`src/rtl/hist_peak_finder_pkg.sv`:
```
// hist_peak_finder_pkg: default sizing, derived index widths and FSM state
// encoding shared by the histogram peak finder and its comparator.
package hist_peak_finder_pkg;

    localparam int BIN_NUM_DEF   = 16;
    localparam int PIXEL_NUM_DEF = 4;
    localparam int CNT_W_DEF     = 8;

    // Index width for n entries; never below one bit so a single-entry
    // dimension still has a legal (constant zero) index field.
    function automatic int idx_width(input int n);
        return (n <= 1) ? 1 : $clog2(n);
    endfunction

    localparam int BIN_W_DEF = idx_width(BIN_NUM_DEF);
    localparam int PIX_W_DEF = idx_width(PIXEL_NUM_DEF);

    typedef enum logic [1:0] {
        ST_IDLE  = 2'd0,
        ST_READ  = 2'd1,
        ST_DRAIN = 2'd2,
        ST_OUT   = 2'd3
    } state_e;

endpackage

```
`src/rtl/hist_peak_finder_peak_cmp.sv`:
```
// hist_peak_finder_peak_cmp: running maximum of a stream of bin counts.
// A new sample replaces the stored maximum only when strictly greater, so the
// earliest (lowest-index) bin wins ties. clr restarts at count 0, index 0.
module hist_peak_finder_peak_cmp #(
    parameter int CNT_W = 8,
    parameter int IDX_W = 4
) (
    input  logic             clk,
    input  logic             res,
    input  logic             clr,
    input  logic             vld,
    input  logic [CNT_W-1:0] data,
    input  logic [IDX_W-1:0] idx,
    output logic [CNT_W-1:0] max_cnt,
    output logic [IDX_W-1:0] max_idx
);

    logic [CNT_W-1:0] max_cnt_r;
    logic [IDX_W-1:0] max_idx_r;
    logic             take_s;

    // Strict unsigned full-width comparison of the incoming sample
    always_comb begin
        take_s = 1'b0;
        if (vld && (data > max_cnt_r)) begin
            take_s = 1'b1;
        end else begin
            take_s = 1'b0;
        end
    end

    // Running maximum and its bin index; clear has priority over update
    always_ff @(posedge clk) begin
        if (res || clr) begin
            max_cnt_r <= {CNT_W{1'b0}};
            max_idx_r <= {IDX_W{1'b0}};
        end else if (take_s) begin
            max_cnt_r <= data;
            max_idx_r <= idx;
        end else begin
            max_cnt_r <= max_cnt_r;
            max_idx_r <= max_idx_r;
        end
    end

    assign max_cnt = max_cnt_r;
    assign max_idx = max_idx_r;

endmodule

```
`src/rtl/hist_peak_finder.sv`:
```
// hist_peak_finder: scans a completed histogram bank pixel by pixel, finds the
// bin with the highest count for each pixel and hands {pixel, bin, count} to a
// ready/valid consumer. A toggle on hisNum marks a finished bank; one extra
// bank can be queued while busy, further ones raise the sticky overrun flag.
// Optional build macro PEAK_THRESH_EN adds input peakThresh: peaks at or
// below the threshold are reported as bin 0, count 0.
module hist_peak_finder
    import hist_peak_finder_pkg::*;
#(
    parameter  int BIN_NUM   = BIN_NUM_DEF,
    parameter  int PIXEL_NUM = PIXEL_NUM_DEF,
    parameter  int CNT_W     = CNT_W_DEF,
    localparam int PIX_W     = idx_width(PIXEL_NUM),
    localparam int BIN_W     = idx_width(BIN_NUM)
) (
    input  logic                   clk,
    input  logic                   res,
    input  logic                   hisNum,
    output logic                   rdEn,
    output logic                   rdBank,
    output logic [PIX_W+BIN_W-1:0] rdAddr,
    input  logic [CNT_W-1:0]       rdData,
    output logic                   outValid,
    input  logic                   outReady,
    output logic [PIX_W-1:0]       outPixel,
    output logic [BIN_W-1:0]       outBin,
    output logic [CNT_W-1:0]       outCount,
    output logic                   busy,
    output logic                   overrun
`ifdef PEAK_THRESH_EN
    ,
    input  logic [CNT_W-1:0]       peakThresh
`endif
);

    state_e           state_r;
    state_e           state_s;

    logic             hisnum_r;
    logic [PIX_W-1:0] pix_r;
    logic [BIN_W-1:0] bin_r;
    logic             rd_en_r;
    logic             rd_bank_r;
    logic             cmp_vld_r;
    logic [BIN_W-1:0] cmp_idx_r;
    logic             pending_r;
    logic             overrun_r;
    logic             busy_r;
    logic             out_valid_r;
    logic [PIX_W-1:0] out_pixel_r;
    logic [BIN_W-1:0] out_bin_r;
    logic [CNT_W-1:0] out_count_r;

    logic             event_s;
    logic             last_bin_s;
    logic             last_pix_s;
    logic             handshake_s;
    logic             rd_en_s;
    logic             busy_s;
    logic             out_valid_s;
    logic             start_s;
    logic             clr_s;
    logic             load_s;
    logic             keep_s;
    logic             pending_s;
    logic             overrun_s;
    logic [BIN_W-1:0] out_bin_s;
    logic [CNT_W-1:0] out_count_s;
    logic [CNT_W-1:0] max_cnt_s;
    logic [BIN_W-1:0] max_idx_s;

    assign event_s     = hisNum ^ hisnum_r;
    assign last_bin_s  = (bin_r == BIN_W'(BIN_NUM - 1));
    assign last_pix_s  = (pix_r == PIX_W'(PIXEL_NUM - 1));
    assign handshake_s = (state_r == ST_OUT) && out_valid_r && outReady;

    // FSM state register
    always_ff @(posedge clk) begin
        if (res) begin
            state_r <= ST_IDLE;
        end else begin
            state_r <= state_s;
        end
    end

    // FSM next state; DRAIN waits until the last read's data has been compared
    always_comb begin
        state_s = state_r;
        case (state_r)
            ST_IDLE: begin
                if (event_s || pending_r) begin
                    state_s = ST_READ;
                end else begin
                    state_s = ST_IDLE;
                end
            end
            ST_READ: begin
                if (last_bin_s) begin
                    state_s = ST_DRAIN;
                end else begin
                    state_s = ST_READ;
                end
            end
            ST_DRAIN: begin
                if (!cmp_vld_r) begin
                    state_s = ST_OUT;
                end else begin
                    state_s = ST_DRAIN;
                end
            end
            ST_OUT: begin
                if (handshake_s) begin
                    if (last_pix_s) begin
                        state_s = ST_IDLE;
                    end else begin
                        state_s = ST_READ;
                    end
                end else begin
                    state_s = ST_OUT;
                end
            end
            default: begin
                state_s = ST_IDLE;
            end
        endcase
    end

    // FSM outputs: next-cycle values for registered outputs and queue flags
    always_comb begin
        rd_en_s     = (state_s == ST_READ);
        busy_s      = (state_s != ST_IDLE);
        out_valid_s = (state_s == ST_OUT);
        start_s     = (state_r == ST_IDLE) && (state_s == ST_READ);
        clr_s       = (state_r != ST_READ) && (state_s == ST_READ);
        load_s      = (state_r == ST_DRAIN) && (state_s == ST_OUT);

`ifdef PEAK_THRESH_EN
        if (max_cnt_s > peakThresh) begin
            keep_s = 1'b1;
        end else begin
            keep_s = 1'b0;
        end
`else
        keep_s = 1'b1;
`endif

        if (keep_s) begin
            out_bin_s   = max_idx_s;
            out_count_s = max_cnt_s;
        end else begin
            out_bin_s   = {BIN_W{1'b0}};
            out_count_s = {CNT_W{1'b0}};
        end

        // A start consumes one of (pending, event); the other stays queued.
        pending_s = pending_r;
        overrun_s = overrun_r;
        if (start_s) begin
            pending_s = pending_r & event_s;
        end else if (event_s) begin
            if (pending_r) begin
                overrun_s = 1'b1;
            end else begin
                pending_s = 1'b1;
            end
        end else begin
            pending_s = pending_r;
        end
    end

    // Read-side registers: address counters, strobe, bank select, compare pipe
    always_ff @(posedge clk) begin
        if (res) begin
            hisnum_r  <= hisNum;
            pix_r     <= {PIX_W{1'b0}};
            bin_r     <= {BIN_W{1'b0}};
            rd_en_r   <= 1'b0;
            rd_bank_r <= 1'b0;
            cmp_vld_r <= 1'b0;
            cmp_idx_r <= {BIN_W{1'b0}};
            pending_r <= 1'b0;
            overrun_r <= 1'b0;
            busy_r    <= 1'b0;
        end else begin
            hisnum_r  <= hisNum;
            rd_en_r   <= rd_en_s;
            busy_r    <= busy_s;
            cmp_vld_r <= rd_en_r;
            cmp_idx_r <= bin_r;
            pending_r <= pending_s;
            overrun_r <= overrun_s;
            if (start_s) begin
                rd_bank_r <= ~hisnum_r;
            end else begin
                rd_bank_r <= rd_bank_r;
            end
            if (clr_s) begin
                bin_r <= {BIN_W{1'b0}};
            end else if (state_r == ST_READ) begin
                bin_r <= bin_r + BIN_W'(1);
            end else begin
                bin_r <= bin_r;
            end
            if (start_s) begin
                pix_r <= {PIX_W{1'b0}};
            end else if (handshake_s) begin
                pix_r <= last_pix_s ? {PIX_W{1'b0}} : (pix_r + PIX_W'(1));
            end else begin
                pix_r <= pix_r;
            end
        end
    end

    // Result registers: captured once per pixel, held until accepted
    always_ff @(posedge clk) begin
        if (res) begin
            out_valid_r <= 1'b0;
            out_pixel_r <= {PIX_W{1'b0}};
            out_bin_r   <= {BIN_W{1'b0}};
            out_count_r <= {CNT_W{1'b0}};
        end else begin
            out_valid_r <= out_valid_s;
            if (load_s) begin
                out_pixel_r <= pix_r;
                out_bin_r   <= out_bin_s;
                out_count_r <= out_count_s;
            end else begin
                out_pixel_r <= out_pixel_r;
                out_bin_r   <= out_bin_r;
                out_count_r <= out_count_r;
            end
        end
    end

    hist_peak_finder_peak_cmp #(
        .CNT_W (CNT_W),
        .IDX_W (BIN_W)
    ) u_peak_cmp (
        .clk     (clk),
        .res     (res),
        .clr     (clr_s),
        .vld     (cmp_vld_r),
        .data    (rdData),
        .idx     (cmp_idx_r),
        .max_cnt (max_cnt_s),
        .max_idx (max_idx_s)
    );

    assign rdEn     = rd_en_r;
    assign rdBank   = rd_bank_r;
    assign rdAddr   = {pix_r, bin_r};
    assign outValid = out_valid_r;
    assign outPixel = out_pixel_r;
    assign outBin   = out_bin_r;
    assign outCount = out_count_r;
    assign busy     = busy_r;
    assign overrun  = overrun_r;

endmodule

```
`config.mk`:
```
export PLATFORM = sky130hd
export DESIGN_NAME = hist_peak_finder
export DESIGN_NICKNAME = d
export VERILOG_FILES = /design/src/rtl/hist_peak_finder_pkg.sv /design/src/rtl/hist_peak_finder_peak_cmp.sv /design/src/rtl/hist_peak_finder.sv
export SDC_FILE = /design/constraint.sdc
export NUM_CORES = 1
export LEC_CHECK = 0
export CAP_MARGIN = 20
export CORE_MARGIN = 2
export CORE_UTILIZATION = 40
export DETAILED_ROUTE_END_ITERATION = 16
export SYNTH_ARGS = -nofsm -noshare
export SYNTH_HDL_FRONTEND = slang
export SYNTH_HIERARCHICAL = 1
export SYNTH_SLANG_ARGS = --single-unit
```
`constraint.sdc`:
```
create_clock -name clk -period 2.3 [get_ports clk]
set_input_delay 0.46 -clock clk [delete_from_list [all_inputs] [get_ports clk]]
set_output_delay 0.46 -clock clk [all_outputs]
set_load 0.01 [all_outputs]
```
==> impl_metrics.yaml <==
status:
  outcome: "complete, no violations"
finish:
  register_area_sq_um: 921
  multiInputGateArea_sq_um: 992
  areaGrowthSynthToFinish_pct: 28.5
  drive_above_1_share_pct: 12.2
  design_area_sq_um: 2610
  nNetsFinal: 292
  fill_cells: 474
  instances_no_fill: 338
  insertedDiodeCount: 0
yosys:
  synth_area_sq_um: 2030
  synth.most_common_cell: "dfxtp_1"
  ys_ff_latch: 46
  synth-compound-area-share_pct: 19.3
  yosys_warnings: 6
  synthTopCellsByCount: "46 x dfxtp_1, 33 x nand2_1, 19 x a21oi_1"
  ys_types: 40
  synthCells: 226
  yosys.area.top_type: "dfxtp_1"
  synthesis.nets: 248
  synth-async-reset-ratio_pct: 0
  synth_adder_area_share_pct: 6.16
  synth_top_family_by_area: "simple AND/OR/NAND/NOR gates"
  avgSynthCellArea_sq_um: 8.99
  synth_xor_area_share_pct: 1.73
  synthMuxAreaShare_pct: 0.986
  yosysSeqAreaShare_pct: 45.3
  synthFlopType: "dfxtp_1"
  synthTopCellsByArea: "dfxtp_1 45%, ha_1 6.2%, nand2_1 6.1%"
  synth-simple-area-share_pct: 20.6
  synth_edf_count: 0
  synth_top_cell_area_share_pct: 45.3
sta:
  fin_crit_sh_pct: 90.8
  fin_worst_skew_ns: 0.00425
  hold_violations: 0
  period_needed_ns: 2.09
  setup_viol: 0
  max_freq_ghz: 0.479
  worstMarginPinSlew_ns: 0.544
  relSlewSlack_pct: 63.6
  slew_viol_final: 0
  grt_setup_unrepaired: "false"
global_routing:
  grt_usage_pct: 16.3
  grt_pass1_vias: 1546
  grt_max_degree: 15
  grt_pass1_wl_mm: 7.05
  antenna_found_initial: 0
  grt_overflow_total: 0
worst_setup_path:
  end_kind: "flop"
  critPathSlowestCell: "clkdlybuf4s50_1"
  crit_arrival_ns: 2.31
  critPathMaxStageDelay_ns: 0.43
  crit_chain: "clkdlybuf4s50_1 -> ha_1 -> and3_1 -> a221o_1 -> o211ai_2 -> nand3_1 -> a21boi_1"
  path_max_fanout: 12
  criticalPathCategory: "input port to flop"
  crit_required_ns: 2.52
  crit_path_start_kind: "input port"
die:
  start_util_pct: 42.2
  std_cell_rows: 25
  die_w_um: 75.3
  ios: 37
  coreArea_sq_um: 4820
  dieArea_sq_um: 5660
  die_h_um: 75.3
place:
  dp_hpwl_mm: 3.12
  place_congestion: 0.808
  port_buffers: 36
  place_area_sq_um: 2500
  dp.cells: 330
pwr:
  p_leak_nw: 0.926
  p_per_area_nw_per_um2: 613
  switching_power_uw: 374
  swShare_pct: 23.4
  seq_power_share_pct: 52.1
  ir_drop_mv: 0.445
  intPower_mw: 1.23
  pwr-share-clk_pct: 36.6
  total_power_mw: 1.60
  p_comb_share_pct: 11.3
cts:
  cts_tree: "yes"
  cts_resized: 0
  clkTransAtPathRegs_ns: 0.08
  postCtsSetupBuffers: 0
  clock-sinks: 46
  cts_root_buf: "clkbuf_8"
  insertion_delay_ns: 0.29
  cts_buffers: 5
  cts_hold_buf: 0
  htree_levels: 2
  clockBufferDepth: 2
drt:
  vias: 1684
  detail_route.wl_per_cell_um: 12.7
  wl_mm: 4.29
  via_per_inst: 4.98
  dr.pass1.iters: 4
  dr.first_iter.drc_count: 76
  ant_nets: 0
  drc_errors: 0
run:
  cap_violations: 0
worst_hold_path:
  worstHoldPathType: "flop to flop"
-- kinds of logic after synthesis --
logic type / Yosys count
and+or+nand+nor: 80
AOI/OAI and AO/OA: 60
DFF: 46
muxes: 2
buffers and inverters: 24
adders and majority gates: 10
xor gates and xnor gates: 4
-- power groups by stage --
stage / combinational, mW / sequential [mW] / clock [mW]
finish: 0.181 / 0.834 / 0.586
global route: 0.201 / 0.837 / 0.638
CTS: 0.182 / 0.835 / 0.608
detailed placement: 0.181 / 0.853 / 0
global placement: 0.180 / 0.853 / 0
floorplan: 0.114 / 0.851 / 0
-- placed cells by master (no fill, tap or decap), types with 2 or more instances in the layout --
cell type | Yosys | routed
a21boi_1 | 12 | 12
a21oi_1 | 19 | 19
a31oi_1 | 2 | 2
and3_1 | 3 | 3
buf_4 | 0 | 13
clkbuf_8 | 0 | 5
clkdlybuf4s50_1 | 0 | 36
clkinv_2 | 0 | 2
dfxtp_1 | 46 | 46
ha_1 | 10 | 10
inv_1 | 11 | 11
mux2i_1 | 2 | 2
nand2_1 | 33 | 33
nand3_1 | 13 | 13
nand4_1 | 2 | 2
nor2_1 | 6 | 6
nor2b_1 | 7 | 7
nor3_1 | 5 | 5
nor3_2 | 5 | 5
o21ai_0 | 6 | 6
o21ai_1 | 11 | 11
xor2_1 | 3 | 3
-- cell type report --
class | instances | share of cell area (%)
clock buffers | 5 | 2.64
clock inverters | 3 | 1.53
inverters | 12 | 1.73
multi-input cells | 156 | 38.0
flip-flops and latches | 46 | 35.3
well taps | 67 | 3.21
repair buffers | 49 | 17.6
-- metrics by stage --
stage                     hold slack (ns)  setup WS [ns]  TNS, ns  utilization [%]
after floorplan                     0.432          0.447        0                -
after global placement              0.442        -0.0329   -0.204             51.9
after detailed placement            0.445        -0.0739   -0.510             51.9
after CTS                           0.458          0.224        0             54.2
after global routing                0.481          0.125        0             54.2
final                               0.455          0.211        0             54.2
-- worst paths after layout --
| kind | from | endpoint | slack (ns) | depth (start not counted) |
|---|---|---|---|---|
| max | rdData[7] | u_peak_cmp/max_cnt[2]$_SDFFE_PP0P_ | 0.21 | 7 |
| min | outCount[6]$_SDFFE_PP0P_ | outCount[6]$_SDFFE_PP0P_ | 0.46 | 2 |
| max reg2reg | u_peak_cmp/max_cnt[6]$_SDFFE_PP0P_ | u_peak_cmp/max_cnt[2]$_SDFFE_PP0P_ | 0.41 | 7 |
| min reg2reg | outCount[6]$_SDFFE_PP0P_ | outCount[6]$_SDFFE_PP0P_ | 0.46 | 2 |
-- registers in the layout (all words and copies together) (netlist names) --
register	flops
bin_r	4
busy	1
cmp_idx_r	4
cmp_vld_r	1
hisnum_r	1
outBin	4
outCount	8
outPixel	2
outValid	1
overrun	1
pending_r	1
pix_r	2
rdBank	1
rdEn	1
state_r	2
u_peak_cmp/max_cnt	8
u_peak_cmp/max_idx	4
-- layer usage --
| metal | GRT usage [%] | routed length, um | part of all wire, % | vias up |
|---|---|---|---|---|
| met5 | 0 | 0 | 0 | - |
| met4 | 4.68 | 22 | 0.51 | 0 |
| met3 | 3.35 | 163 | 3.8 | 2 |
| met2 | 28.1 | 2040 | 48 | 30 |
| met1 | 20.8 | 2070 | 48 | 785 |
| li1 | - | - | - | 867 |
-- worst max-delay path: cells and delay by family --
family / cells / cell delay [ns]
simple gates: 2 / 0.33
buf+inv: 1 / 0.43
fa+ha+maj: 1 / 0.32
compound gates: 3 / 0.76
(Power assumes the default switching activity.)
